--- src/rtl/hazard_stall_ctrl_pkg.sv ---
// ---------------------------------------------------------------------------
// hazard_stall_ctrl_pkg
// Shared definitions for the hazard / multicycle sequencer and its decoders:
//   - instruction field bit positions (op, rd, rs, rt, aluop)
//   - opcode and aluop constants used by hazard detection
//   - multdiv sequencer state encoding
// No ports (package).
// ---------------------------------------------------------------------------
package hazard_stall_ctrl_pkg;

   // Instruction field positions
   localparam int OP_HI  = 31;
   localparam int OP_LO  = 27;
   localparam int RD_HI  = 26;
   localparam int RD_LO  = 22;
   localparam int RS_HI  = 21;
   localparam int RS_LO  = 17;
   localparam int RT_HI  = 16;
   localparam int RT_LO  = 12;
   localparam int ALU_HI = 6;
   localparam int ALU_LO = 2;

   // Opcodes
   localparam logic [4:0] OP_R    = 5'd0;
   localparam logic [4:0] OP_BNE  = 5'd2;
   localparam logic [4:0] OP_JR   = 5'd4;
   localparam logic [4:0] OP_ADDI = 5'd5;
   localparam logic [4:0] OP_BLT  = 5'd6;
   localparam logic [4:0] OP_SW   = 5'd7;
   localparam logic [4:0] OP_LW   = 5'd8;

   // R-type aluop values routed to the multdiv unit
   localparam logic [4:0] ALU_MUL = 5'd6;
   localparam logic [4:0] ALU_DIV = 5'd7;

   typedef logic [4:0] regIdxT;

   typedef enum logic [1:0] {
      IDLE,
      START,
      BUSY,
      DONE
   } mdStateT;

endpackage

--- src/rtl/hazard_stall_ctrl_if.sv ---
// ---------------------------------------------------------------------------
// hazard_stall_ctrl_if
// Bundle between the pipeline / multdiv unit and the hazard sequencer.
//   fd_ir, dx_ir      instructions in the FD and DX latches
//   branch_taken      X-stage redirect this cycle
//   md_ready          multdiv result valid
//   perf_clear        synchronous clear of stall_cycles
//   stall_pc/fd/dx    hold PC, FD latch, DX latch
//   bubble_dx/xm      load a nop into DX / XM
//   flush             nop FD and DX (wrong path)
//   md_mult, md_div   one-cycle multdiv start pulses
//   md_sel            XM takes the multdiv result
//   md_exc            one-cycle multdiv timeout exception
//   stall_cycles      saturating count of PC-stall cycles
// Modports: master = pipeline side, slave = sequencer.
// ---------------------------------------------------------------------------
interface hazard_stall_ctrl_if #(
   parameter int CNT_W = 16
);
   logic [31:0]      fd_ir;
   logic [31:0]      dx_ir;
   logic             branch_taken;
   logic             md_ready;
   logic             perf_clear;
   logic             stall_pc;
   logic             stall_fd;
   logic             stall_dx;
   logic             bubble_dx;
   logic             bubble_xm;
   logic             flush;
   logic             md_mult;
   logic             md_div;
   logic             md_sel;
   logic             md_exc;
   logic [CNT_W-1:0] stall_cycles;

   modport master (
      output fd_ir, dx_ir, branch_taken, md_ready, perf_clear,
      input  stall_pc, stall_fd, stall_dx, bubble_dx, bubble_xm, flush,
             md_mult, md_div, md_sel, md_exc, stall_cycles
   );

   modport slave (
      input  fd_ir, dx_ir, branch_taken, md_ready, perf_clear,
      output stall_pc, stall_fd, stall_dx, bubble_dx, bubble_xm, flush,
             md_mult, md_div, md_sel, md_exc, stall_cycles
   );
endinterface

--- src/rtl/hazard_src_decode.sv ---
// ---------------------------------------------------------------------------
// hazard_src_decode
// Maps an instruction to the (up to two) architectural registers it reads.
// Shared by load-use detection and operand forwarding.
//   instr      in   32  instruction word
//   srcA/srcB  out   5  source register indices
//   srcAValid  out   1  srcA is really read
//   srcBValid  out   1  srcB is really read
// ---------------------------------------------------------------------------
module hazard_src_decode
   import hazard_stall_ctrl_pkg::*;
(
   input  logic [31:0] instr,
   output regIdxT      srcA,
   output regIdxT      srcB,
   output logic        srcAValid,
   output logic        srcBValid
);

   logic [4:0] op;
   regIdxT     rd;
   regIdxT     rs;
   regIdxT     rt;
   logic       unusedBits;

   assign op = instr[OP_HI:OP_LO];
   assign rd = instr[RD_HI:RD_LO];
   assign rs = instr[RS_HI:RS_LO];
   assign rt = instr[RT_HI:RT_LO];

   // Immediate / function bits carry no register numbers.
   assign unusedBits = ^instr[11:0];

   // NOTE: every output gets a default before the case so that no path
   // leaves a value unassigned, which would otherwise infer a latch.
   always_comb begin
      srcA      = '0;
      srcB      = '0;
      srcAValid = 1'b0;
      srcBValid = 1'b0;
      case (op)
         OP_R: begin
            srcA = rs; srcAValid = 1'b1;
            srcB = rt; srcBValid = 1'b1;
         end
         OP_ADDI, OP_LW: begin
            srcA = rs; srcAValid = 1'b1;
         end
         OP_SW: begin
            // Store reads the base (rs) and the data register (rd).
            srcA = rs; srcAValid = 1'b1;
            srcB = rd; srcBValid = 1'b1;
         end
         OP_BNE, OP_BLT: begin
            srcA = rd; srcAValid = 1'b1;
            srcB = rs; srcBValid = 1'b1;
         end
         OP_JR: begin
            srcA = rd; srcAValid = 1'b1;
         end
         default: ;
      endcase
   end

endmodule

--- src/rtl/hazard_stall_ctrl.sv ---
// ---------------------------------------------------------------------------
// hazard_stall_ctrl
// Load-use hazard detection and multdiv sequencing for the 5-stage core,
// plus a saturating stall-cycle performance counter.
//   clock      in   rising-edge system clock
//   reset_n    in   asynchronous active-low reset
//   bus        slave side of hazard_stall_ctrl_if (see interface header)
// Parameters:
//   MD_TIMEOUT  max BUSY cycles before forced release with md_exc
//   CNT_W       width of stall_cycles
// ---------------------------------------------------------------------------
module hazard_stall_ctrl
   import hazard_stall_ctrl_pkg::*;
#(
   parameter int MD_TIMEOUT = 64,
   parameter int CNT_W      = 16
)
(
   input  logic                clock,
   input  logic                reset_n,
   hazard_stall_ctrl_if.slave  bus
);

   localparam int            TO_W    = (MD_TIMEOUT > 2) ? $clog2(MD_TIMEOUT) : 1;
   localparam logic [TO_W-1:0] TO_LAST = TO_W'(MD_TIMEOUT - 1);

   // ---------------- decode ----------------
   regIdxT     fdSrcA;
   regIdxT     fdSrcB;
   logic       fdSrcAValid;
   logic       fdSrcBValid;

   hazard_src_decode fdDecode (
      .instr     (bus.fd_ir),
      .srcA      (fdSrcA),
      .srcB      (fdSrcB),
      .srcAValid (fdSrcAValid),
      .srcBValid (fdSrcBValid)
   );

   logic [4:0] dxOp;
   regIdxT     dxRd;
   logic [4:0] dxAlu;
   logic       unusedDx;
   logic       dxIsMul;
   logic       dxIsDiv;
   logic       loadUse;

   assign dxOp  = bus.dx_ir[OP_HI:OP_LO];
   assign dxRd  = bus.dx_ir[RD_HI:RD_LO];
   assign dxAlu = bus.dx_ir[ALU_HI:ALU_LO];
   assign unusedDx = ^{bus.dx_ir[RS_HI:RT_LO], bus.dx_ir[11:7], bus.dx_ir[1:0]};

   assign dxIsMul = (dxOp == OP_R) && (dxAlu == ALU_MUL);
   assign dxIsDiv = (dxOp == OP_R) && (dxAlu == ALU_DIV);

   // A load into r0 never creates a real dependency.
   assign loadUse = (dxOp == OP_LW) && (dxRd != '0) &&
                    ((fdSrcAValid && (fdSrcA == dxRd)) ||
                     (fdSrcBValid && (fdSrcB == dxRd)));

   // ---------------- sequencer ----------------
   mdStateT         state;
   mdStateT         nextState;
   logic [TO_W-1:0] toCnt;
   logic            excFlag;
   logic            isDiv;
   logic            timedOut;

   logic            stallFront;
   logic            stallDx;
   logic            bubbleDx;
   logic            bubbleXm;
   logic            mdSel;

   assign timedOut = (toCnt == TO_LAST);

   always_comb begin
      nextState  = state;
      stallFront = 1'b0;
      stallDx    = 1'b0;
      bubbleDx   = 1'b0;
      bubbleXm   = 1'b0;
      mdSel      = 1'b0;
      case (state)
         IDLE: begin
            // A redirect squashes whatever is in DX, so neither the multdiv
            // start nor the load-use stall may act on it.
            if (!bus.branch_taken) begin
               if (dxIsMul || dxIsDiv) begin
                  stallFront = 1'b1;
                  stallDx    = 1'b1;
                  bubbleXm   = 1'b1;
                  nextState  = START;
               end else if (loadUse) begin
                  stallFront = 1'b1;
                  bubbleDx   = 1'b1;
               end
            end
         end
         START: begin
            stallFront = 1'b1;
            stallDx    = 1'b1;
            bubbleXm   = 1'b1;
            nextState  = BUSY;
         end
         BUSY: begin
            stallFront = 1'b1;
            stallDx    = 1'b1;
            bubbleXm   = 1'b1;
            if (bus.md_ready || timedOut) nextState = DONE;
         end
         DONE: begin
            // DX advances this cycle carrying the multdiv result into XM.
            mdSel     = 1'b1;
            nextState = IDLE;
         end
         default: nextState = IDLE;
      endcase
   end

   // NOTE: sequential state uses non-blocking assignments so every register
   // samples the pre-edge values, independent of statement order.
   always_ff @(posedge clock or negedge reset_n) begin
      if (!reset_n) begin
         state   <= IDLE;
         toCnt   <= '0;
         excFlag <= 1'b0;
         isDiv   <= 1'b0;
      end else begin
         state <= nextState;
         case (state)
            IDLE:  if (nextState == START) isDiv <= dxIsDiv;
            START: toCnt <= '0;
            BUSY: begin
               toCnt <= toCnt + 1'b1;
               // A ready arriving on the last allowed cycle is a normal finish.
               if (!bus.md_ready && timedOut) excFlag <= 1'b1;
            end
            DONE:  excFlag <= 1'b0;
            default: ;
         endcase
      end
   end

   // ---------------- performance counter ----------------
   logic [CNT_W-1:0] stallCnt;

   always_ff @(posedge clock or negedge reset_n) begin
      if (!reset_n) begin
         stallCnt <= '0;
      end else if (bus.perf_clear) begin
         stallCnt <= '0;
      end else if (stallFront && !(&stallCnt)) begin
         stallCnt <= stallCnt + 1'b1;
      end
   end

   // ---------------- outputs ----------------
   assign bus.stall_pc     = stallFront;
   assign bus.stall_fd     = stallFront;
   assign bus.stall_dx     = stallDx;
   assign bus.bubble_dx    = bubbleDx;
   assign bus.bubble_xm    = bubbleXm;
   assign bus.flush        = bus.branch_taken;
   assign bus.md_mult      = (state == START) && !isDiv;
   assign bus.md_div       = (state == START) && isDiv;
   assign bus.md_sel       = mdSel;
   assign bus.md_exc       = (state == DONE) && excFlag;
   assign bus.stall_cycles = stallCnt;

endmodule

--- src/flat_wrapper.sv ---
// flat-port wrapper written by rule: the top's interface ports become plain ports
module hazard_stall_ctrl_flat import hazard_stall_ctrl_pkg::*;
#(
   parameter int MD_TIMEOUT = 64,
   parameter int CNT_W      = 16
)
  (clock, reset_n, bus_fd_ir, bus_dx_ir, bus_branch_taken, bus_md_ready, bus_perf_clear, bus_stall_pc, bus_stall_fd, bus_stall_dx, bus_bubble_dx, bus_bubble_xm, bus_flush, bus_md_mult, bus_md_div, bus_md_sel, bus_md_exc, bus_stall_cycles);
  hazard_stall_ctrl_if #(.CNT_W(CNT_W)) bus_i ();
  input  logic clock;
  input  logic reset_n;
  input wire logic [$bits(bus_i.fd_ir)-1:0] bus_fd_ir;
  input wire logic [$bits(bus_i.dx_ir)-1:0] bus_dx_ir;
  input wire logic [$bits(bus_i.branch_taken)-1:0] bus_branch_taken;
  input wire logic [$bits(bus_i.md_ready)-1:0] bus_md_ready;
  input wire logic [$bits(bus_i.perf_clear)-1:0] bus_perf_clear;
  output wire logic [$bits(bus_i.stall_pc)-1:0] bus_stall_pc;
  output wire logic [$bits(bus_i.stall_fd)-1:0] bus_stall_fd;
  output wire logic [$bits(bus_i.stall_dx)-1:0] bus_stall_dx;
  output wire logic [$bits(bus_i.bubble_dx)-1:0] bus_bubble_dx;
  output wire logic [$bits(bus_i.bubble_xm)-1:0] bus_bubble_xm;
  output wire logic [$bits(bus_i.flush)-1:0] bus_flush;
  output wire logic [$bits(bus_i.md_mult)-1:0] bus_md_mult;
  output wire logic [$bits(bus_i.md_div)-1:0] bus_md_div;
  output wire logic [$bits(bus_i.md_sel)-1:0] bus_md_sel;
  output wire logic [$bits(bus_i.md_exc)-1:0] bus_md_exc;
  output wire logic [$bits(bus_i.stall_cycles)-1:0] bus_stall_cycles;
  assign bus_i.fd_ir = bus_fd_ir;
  assign bus_i.dx_ir = bus_dx_ir;
  assign bus_i.branch_taken = bus_branch_taken;
  assign bus_i.md_ready = bus_md_ready;
  assign bus_i.perf_clear = bus_perf_clear;
  assign bus_stall_pc = bus_i.stall_pc;
  assign bus_stall_fd = bus_i.stall_fd;
  assign bus_stall_dx = bus_i.stall_dx;
  assign bus_bubble_dx = bus_i.bubble_dx;
  assign bus_bubble_xm = bus_i.bubble_xm;
  assign bus_flush = bus_i.flush;
  assign bus_md_mult = bus_i.md_mult;
  assign bus_md_div = bus_i.md_div;
  assign bus_md_sel = bus_i.md_sel;
  assign bus_md_exc = bus_i.md_exc;
  assign bus_stall_cycles = bus_i.stall_cycles;
  hazard_stall_ctrl #(.MD_TIMEOUT(MD_TIMEOUT), .CNT_W(CNT_W)) u_core (.clock(clock), .reset_n(reset_n), .bus(bus_i));
endmodule
--- config.mk ---
export PLATFORM = sky130hd
export DESIGN_NAME = hazard_stall_ctrl_flat
export DESIGN_NICKNAME = d
export VERILOG_FILES = /design/src/rtl/hazard_stall_ctrl_pkg.sv /design/src/rtl/hazard_stall_ctrl_if.sv /design/src/rtl/hazard_src_decode.sv /design/src/rtl/hazard_stall_ctrl.sv /design/src/flat_wrapper.sv
export SDC_FILE = /design/constraint.sdc
export NUM_CORES = 1
export LEC_CHECK = 0
export CAP_MARGIN = 20
export CORE_ASPECT_RATIO = 0.8
export CORE_MARGIN = 8
export CORE_UTILIZATION = 38
export DETAILED_ROUTE_END_ITERATION = 8
export PLACE_DENSITY = 0.77
export REMOVE_ABC_BUFFERS = 1
export SLEW_MARGIN = 25
export SYNTH_ARGS = -nofsm -noshare
export SYNTH_HDL_FRONTEND = slang
export SYNTH_SLANG_ARGS = --single-unit
--- constraint.sdc ---
create_clock -name clock -period 3.02 [get_ports clock]
set_input_delay 0.604 -clock clock [delete_from_list [all_inputs] [get_ports clock]]
set_output_delay 0.604 -clock clock [all_outputs]
set_load 0.1 [all_outputs]
==> flow_summary.json, run 1 <==
{
  "outcome": "finished with violations",
  "violations": "negative setup slack",
  "hold_path_class": "reg -> reg",
  "die_h_um": 83.4,
  "cts_tree": "built",
  "slowest_stage": "or4_4",
  "port_buffers": 65,
  "grt-busiest-layer": "met2",
  "finalClockSkew_ns": 0.00134,
  "n_fill_cell": 426,
  "combPwrFrac_pct": 68.6,
  "grt_pass1_wl_mm": 12.2,
  "synth-seq-cells": 26,
  "finalCritPeriodShare_pct": 116,
  "synth_edf_count": 0,
  "viasPerCell": 5.74,
  "switching_share_pct": 50.8,
  "holdCritStartpoint": "u_core.toCnt[5]$_DFFE_PN0P_",
  "rsz0062_at_grt": "yes",
  "die_x_um": 100,
  "worstSetupStartpoint": "bus_fd_ir[29]",
  "power.internal_mw": 1.12,
  "ios": 95,
  "pwr-share-seq_pct": 18.6,
  "min_period_ns": 3.51,
  "yosys-top-cells-area": "dfrtp_1 30%, and3_1 5.5%, nor2_1 4.5%",
  "ir_drop_mv": 1.41,
  "wirelength_mm": 7.85,
  "r2r_setup_slack_ns": 0.37,
  "antenna_left": 0,
  "cp.buffers_inverters": 3,
  "vias": 2553,
  "synth_top_flop_cell": "dfrtp_1",
  "async_flop_share_pct": 100,
  "grt_util_met2_pct": 27.3,
  "yosysTopAreaCell": "dfrtp_1",
  "worstMarginPinSlew_ns": 0.830,
  "fin_setup_tns_ns": -1.38,
  "seq_area_frac_synth_pct": 30.2,
  "crit_fanout": 4,
  "crit_chain": "buf_6, buf_4, or4_4, a21boi_1, nor3_2, nor4_2, a32oi_2, o21ai_1, a21oi_1, nor2_2, buf_12",
  "fin_area_sq_um": 3580,
  "core_area_sq_um": 5470,
  "setup_slack_ns": -0.489,
  "layout.cells.non_filler": 445,
  "critical_path_class": "in -> out",
  "start_kind": "input pin",
  "gr-usage-met1_pct": 22.3,
  "drive_gt1_share_pct": 40.9,
  "grt_usage_pct": 17.4,
  "drt_iter0_drc": 131,
  "dpl.hpwl_mm": 5.42,
  "slew_headroom_pct": 44.5,
  "wl_per_cell_um": 17.6,
  "p_sw_mw": 1.16,
  "dp_slack_ns": -0.934,
  "gr-total-overflow": 0,
  "dp_cells": 431,
  "n_antenna_cell": 0,
  "grt_pass1_vias": 2495,
  "hold_viol": 0,
  "dr.pass1.iters": 5,
  "clk_path_buf_depth": 2,
  "end_kind": "output pin",
  "cts.sink_count": 26,
  "arrival_ns": 2.90,
  "placed_area_sq_um": 3130,
  "holdBufCountCts": 0,
  "core.rowCount": 24,
  "start_util_pct": 39.4,
  "ys_warn_count": 0,
  "slowest_delay_ns": 0.56,
  "path_delay_family": "simple AND/OR/NAND/NOR gates",
  "drcViolationCount": 0,
  "die-area_sq_um": 8350,
  "max_freq_ghz": 0.285,
  "h-tree-depth": 1,
  "postSynthAreaPerCell_sq_um": 8.29,
  "power_density_nw_per_um2": 637,
  "area_growth_pct": 66.3,
  "p_leak_nw": 1.62,
  "cts_root_buffer": "clkbuf_8",
  "grtUsageMet3_pct": 4.25,
  "clkPwrFrac_pct": 12.8,
  "antenna_found_initial": 0,
  "syn_inst": 260,
  "nets": 443,
  "required_ns": 2.42,
  "netlist_area_sq_um": 2150,
  "gp_congestion": 0.886,
  "numCtsBuffers": 3,
  "ys_types": 62,
  "max-cap-violations": 0,
  "clock_latency_ns": 0.27,
  "reg2reg_from": "u_core.bus.stall_cycles[7]$_DFFE_PN0P_",
  "clk_pin_slew_ns": 0.09,
  "setup_violations": 3,
  "grt_max_degree": 27,
  "slew_violations": 0,
  "synth_top_area_share_pct": 30.2
}
## layer usage
| metal | vias up | part of all wire, % |
|---|---|---|
| met5 | - | 0 |
| met4 | 0 | 2.4 |
| met3 | 20 | 8.0 |
| met2 | 124 | 47 |
| met1 | 1223 | 42 |
| li1 | 1186 | - |
## final cells by class
type / count / area [sq um] / area share [%]
Inverter: 13 / 48.8 / 1.36
Tap cell: 78 / 97.6 / 2.72
Clock buffer: 3 / 41.3 / 1.15
Clock inverter: 1 / 30.0 / 0.838
Sequential cell: 26 / 651 / 18.2
Timing Repair Buffer: 116 / 1040 / 29.0
Multi-Input combinational cell: 208 / 1680 / 46.8
## final timing paths
path                            depth (start not counted)                                       to
worst min-delay path                                    1              u_core.toCnt[5]$_DFFE_PN0P_
worst max register to register                          9  u_core.bus.stall_cycles[14]$_DFFE_PN0P_
min in group asynchronous                               2   u_core.bus.stall_cycles[8]$_DFFE_PN0P_
worst min register to register                          1              u_core.toCnt[5]$_DFFE_PN0P_
worst max-delay path                                   11                             bus_stall_pc
max in group asynchronous                               2              u_core.toCnt[0]$_DFFE_PN0P_
## logic make-up (layout without fill, tap and decap cells)
family	after synthesis	count (layout)	share of synthesized area [%]
flops	26	26	30.2
xor+xnor	3	3	1.22
compound gates	62	62	20.3
fa+ha+maj	6	6	3.48
simple gates	126	126	33.3
buf+inv	26	133	5.69
mux	11	11	5.81
## registers in the layout, indices dropped and copies added (netlist names)
register / count
u_core.bus.stall_cycles: 16
u_core.excFlag: 1
u_core.isDiv: 1
u_core.state: 2
u_core.toCnt: 6
## power by group through the flow
stage	combinational (mW)	clock, mW	sequential (mW)
after floorplan	0.733	0	0.481
after global placement	1.42	0	0.427
after detailed placement	1.44	0	0.429
after CTS	1.47	0.299	0.422
after global routing	1.64	0.311	0.429
final	1.57	0.293	0.423
## stage by stage
stage	util (%)	hold slack [ns]	power [mW]
after floorplan	-	0.308	1.21
after global placement	57.3	0.480	1.85
after CTS	62.8	0.505	2.19
after detailed placement	57.3	0.487	1.86
final	65.5	0.500	2.28
after global routing	65.5	0.511	2.38
## cells in the mapped netlist (3+ instances only)
cell type and number:
nor3b_1 4, inv_1 13, nor2_1 26, nand3_1 13, dfrtp_1 26, nor2b_1 10
nor4_1 3, o31ai_1 8, a21o_1 3, nor3_1 5, nand4_1 3, a211oi_1 3
a21oi_1 9, nand2_1 16, mux2_2 3, buf_4 3, clkbuf_1 4, and2_1 5
and3_1 19, mux2_1 5, ha_1 6, buf_2 5, o21ai_0 13, or4_1 5
nor4bb_1 3
## worst register-to-register path: stages, from the launching register on
cell and delay (ns):
dfrtp_1 0.43, and3_1 0.23, and3_1 0.22, and3_1 0.24, and3_1 0.24, a311o_1 0.40
a21oi_4 0.20, buf_6 0.16, nand4_1 0.12, mux2_4 0.31
## what timing repair did
item / 4_1_cts / 5_1_grt
pin swaps: 23 / 11
endpoints found under the hold margin: 0 / 0
endpoints found under the setup margin: 19 / 14
gates resized for setup: 103 / 29
gates cloned: 0 / 1
buffers inserted: 7 / 3
## layout by cell type, fill, tap and decap left out, types with 4 or more instances in the layout
master / synthesis / final
nor2_1: 26 / 21
ha_1: 6 / 6
or4_4: 0 / 4
nand2_1: 16 / 14
buf_2: 5 / 4
buf_4: 3 / 61
and2_1: 5 / 5
and3_1: 19 / 15
o31ai_1: 8 / 8
nor2_2: 0 / 4
nand3_1: 13 / 8
buf_12: 0 / 5
and3_4: 0 / 4
o21ai_0: 13 / 10
nor2b_1: 10 / 10
mux2_4: 1 / 6
clkdlybuf4s50_1: 0 / 16
buf_6: 1 / 15
inv_1: 13 / 13
nand3_2: 0 / 4
a21oi_1: 9 / 6
dfrtp_1: 26 / 26
dlygate4sd2_1: 0 / 11
Note: power is estimated with default switching activity, not from simulation.
==> inputs of run 2 (changes only) <==
ABC_AREA = 1   (was default)
==> flow_summary.json, run 2 <==
{
  "area_growth_pct": 46.3,
  "ys_types": 33,
  "dp_cells": 465,
  "synth_common_cells": "117 x nand2_1, 41 x nor2_1, 36 x nand3_1",
  "vias": 2331,
  "drive_gt1_share_pct": 23.2,
  "clk_pin_slew_ns": 0.08,
  "start_util_pct": 39.0,
  "antenna_left": 0,
  "grt_max_degree": 27,
  "layout.cells.non_filler": 470,
  "h-tree-depth": 1,
  "min_period_ns": 2.96,
  "clk_path_buf_depth": 2,
  "port_buffers": 65,
  "ios": 95,
  "cts_tree": "built",
  "viasPerCell": 4.96,
  "p_sw_mw": 1.34,
  "netlist_area_sq_um": 2110,
  "largest_register_ffs": 16,
  "grt_pass1_wl_mm": 10.2,
  "seq_area_frac_synth_pct": 30.8,
  "combPwrFrac_pct": 71.6,
  "synth-seq-cells": 26,
  "switching_share_pct": 55.0,
  "pwr-share-seq_pct": 19.1,
  "core_area_sq_um": 5410,
  "synth_edf_count": 0,
  "slew_headroom_pct": 63.8,
  "finalClockSkew_ns": 0.0119,
  "power_density_nw_per_um2": 787,
  "async_flop_share_pct": 100,
  "max_freq_ghz": 0.338,
  "final_cell_mix": "104 x nand2_1, 38 x nor2_1, 34 x buf_4",
  "hold_viol": 0,
  "start_kind": "input pin",
  "ir_drop_mv": 0.854,
  "rr_worst_depth": 12,
  "slew_violations": 0,
  "crit_fanout": 6,
  "p_leak_nw": 1.57,
  "wirelength_mm": 6.14,
  "end_kind": "output pin",
  "nets": 481,
  "gr-total-overflow": 0,
  "dr.pass1.iters": 4,
  "cts.sink_count": 26,
  "yosys-top-cells-area": "dfrtp_1 31%, nand2_1 21%, nand3_1 8.5%",
  "yosysTopAreaCell": "dfrtp_1",
  "die-area_sq_um": 8210,
  "die_h_um": 82.6,
  "arrival_ns": 2.36,
  "finalCritPeriodShare_pct": 98.1,
  "cts_root_buffer": "clkbuf_8",
  "hold_path_class": "reg -> reg",
  "grt_usage_pct": 15.0,
  "core.rowCount": 24,
  "required_ns": 2.42,
  "power.internal_mw": 1.09,
  "die_x_um": 99.3,
  "dpl.hpwl_mm": 4.81,
  "synth_top_area_share_pct": 30.8,
  "clkPwrFrac_pct": 9.2,
  "numCtsBuffers": 3,
  "outcome": "completed",
  "drt_iter0_drc": 127,
  "worstMarginPinSlew_ns": 0.539,
  "ys_warn_count": 0,
  "setup_violations": 0,
  "drcViolationCount": 0,
  "gp_congestion": 0.908,
  "clock_latency_ns": 0.27,
  "max-cap-violations": 0,
  "critical_path_class": "in -> out",
  "postSynthAreaPerCell_sq_um": 6.39,
  "syn_inst": 330,
  "rsz0062_at_grt": "yes",
  "n_antenna_cell": 0,
  "synth_top_flop_cell": "dfrtp_1",
  "synth_most_common_cell": "nand2_1",
  "hold_depth": 1,
  "wl_per_cell_um": 13.1,
  "final_common_cell": "nand2_1",
  "grt_pass1_vias": 2160,
  "fin_hold_ws_ns": 0.515,
  "antenna_found_initial": 0
}
## run 2: changes by cell type after synthesis, moves of 4 or more
cell | before | now
nand2_1 | 16 | 117
mux2_1 | 5 | 0
inv_1 | 13 | 35
nor2_1 | 26 | 41
or4_1 | 5 | 1
xor2_1 | 2 | 7
and2_1 | 5 | 0
o21ai_0 | 13 | 3
o31ai_1 | 8 | 0
buf_2 | 5 | 1
nor2b_1 | 10 | 0
nand3_1 | 13 | 36
and3_1 | 19 | 0
## run 2: critical path, cell delays in order
cell and delay [ns]:
buf_6 0.10, nor2_4 0.12, nand2_2 0.08, nor2_4 0.18
nor2_4 0.06, nand2_4 0.13, nand2_2 0.08, nand3_2 0.06
nand2_1 0.05, nor2_1 0.10, nand3_1 0.07, nand2_1 0.07
nand2_2 0.07, nand2_2 0.07, nand2_2 0.06, a21oi_2 0.13
buf_6 0.13, buf_12 0.17
## run 2: area by class of cell
class / count / area (sq um)
Timing Repair Buffer: 79 / 756
Multi-Input combinational cell: 258 / 1400
Fill cell: 504 / 2320
Tap cell: 65 / 81.3
Clock buffer: 4 / 55.1
Sequential cell: 26 / 651
Inverter: 38 / 143
## run 2: repair_timing
| action | 4_1_cts | 5_1_grt |
|---|---|---|
| pin swaps | 16 | 19 |
| buffers inserted | 0 | 2 |
| endpoints found under the setup margin | 5 | 5 |
| gates resized for setup | 42 | 30 |
| hold buffers | 0 | 0 |
## run 2: through the flow
step	util, %	cell area, sq um	power (mW)	worst slack (ns)	TNS [ns]
6_report	57.1	3090	2.43	0.0571	0
5_1_grt	57.1	3090	2.56	-0.0523	-0.136
4_1_cts	55.0	2970	2.40	0.00101	0
3_5_place_dp	53.4	2890	2.17	-0.376	-2.19
3_3_place_gp	53.4	2890	2.15	-0.345	-1.35
2_1_floorplan	-	2060	1.39	-2.16	-10.54
## run 2: power by group through the flow
stage               sequential [mW]  clock [mW]  combinational [mW]
finish                        0.465       0.225                1.74
detailed placement            0.470           0                1.70
CTS                           0.464       0.230                1.71
global route                  0.474       0.240                1.84
floorplan                     0.563           0               0.831
global placement              0.467           0                1.69
## run 2: worst paths after layout
check,startpoint,endpoint,slack [ns]
worst min-delay path,u_core.toCnt[0]$_DFFE_PN0P_,u_core.toCnt[0]$_DFFE_PN0P_,0.51
min in group asynchronous,reset_n,u_core.bus.stall_cycles[7]$_DFFE_PN0P_,0.68
worst min register to register,u_core.toCnt[0]$_DFFE_PN0P_,u_core.toCnt[0]$_DFFE_PN0P_,0.51
worst max-delay path,bus_fd_ir[31],bus_stall_fd,0.06
worst max register to register,u_core.bus.stall_cycles[0]$_DFFE_PN0P_,u_core.bus.stall_cycles[14]$_DFFE_PN0P_,0.99
max in group asynchronous,reset_n,u_core.bus.stall_cycles[15]$_DFFE_PN0P_,2.07
## run 2: kinds of logic after synthesis
group | share of synthesized area [%]
simple gates | 46.6
fa+ha+maj | 3.56
buf+inv | 9.13
compound gates | 5.22
mux | 0.534
xor+xnor | 4.15
flops | 30.8
## run 2: per-layer routing
metal / part of all wire (%) / global-route usage, %
met4: 0.44 / 1.81
met5: 0 / 0
met2: 50 / 26.9
met1: 45 / 19.4
met3: 3.8 / 2.18
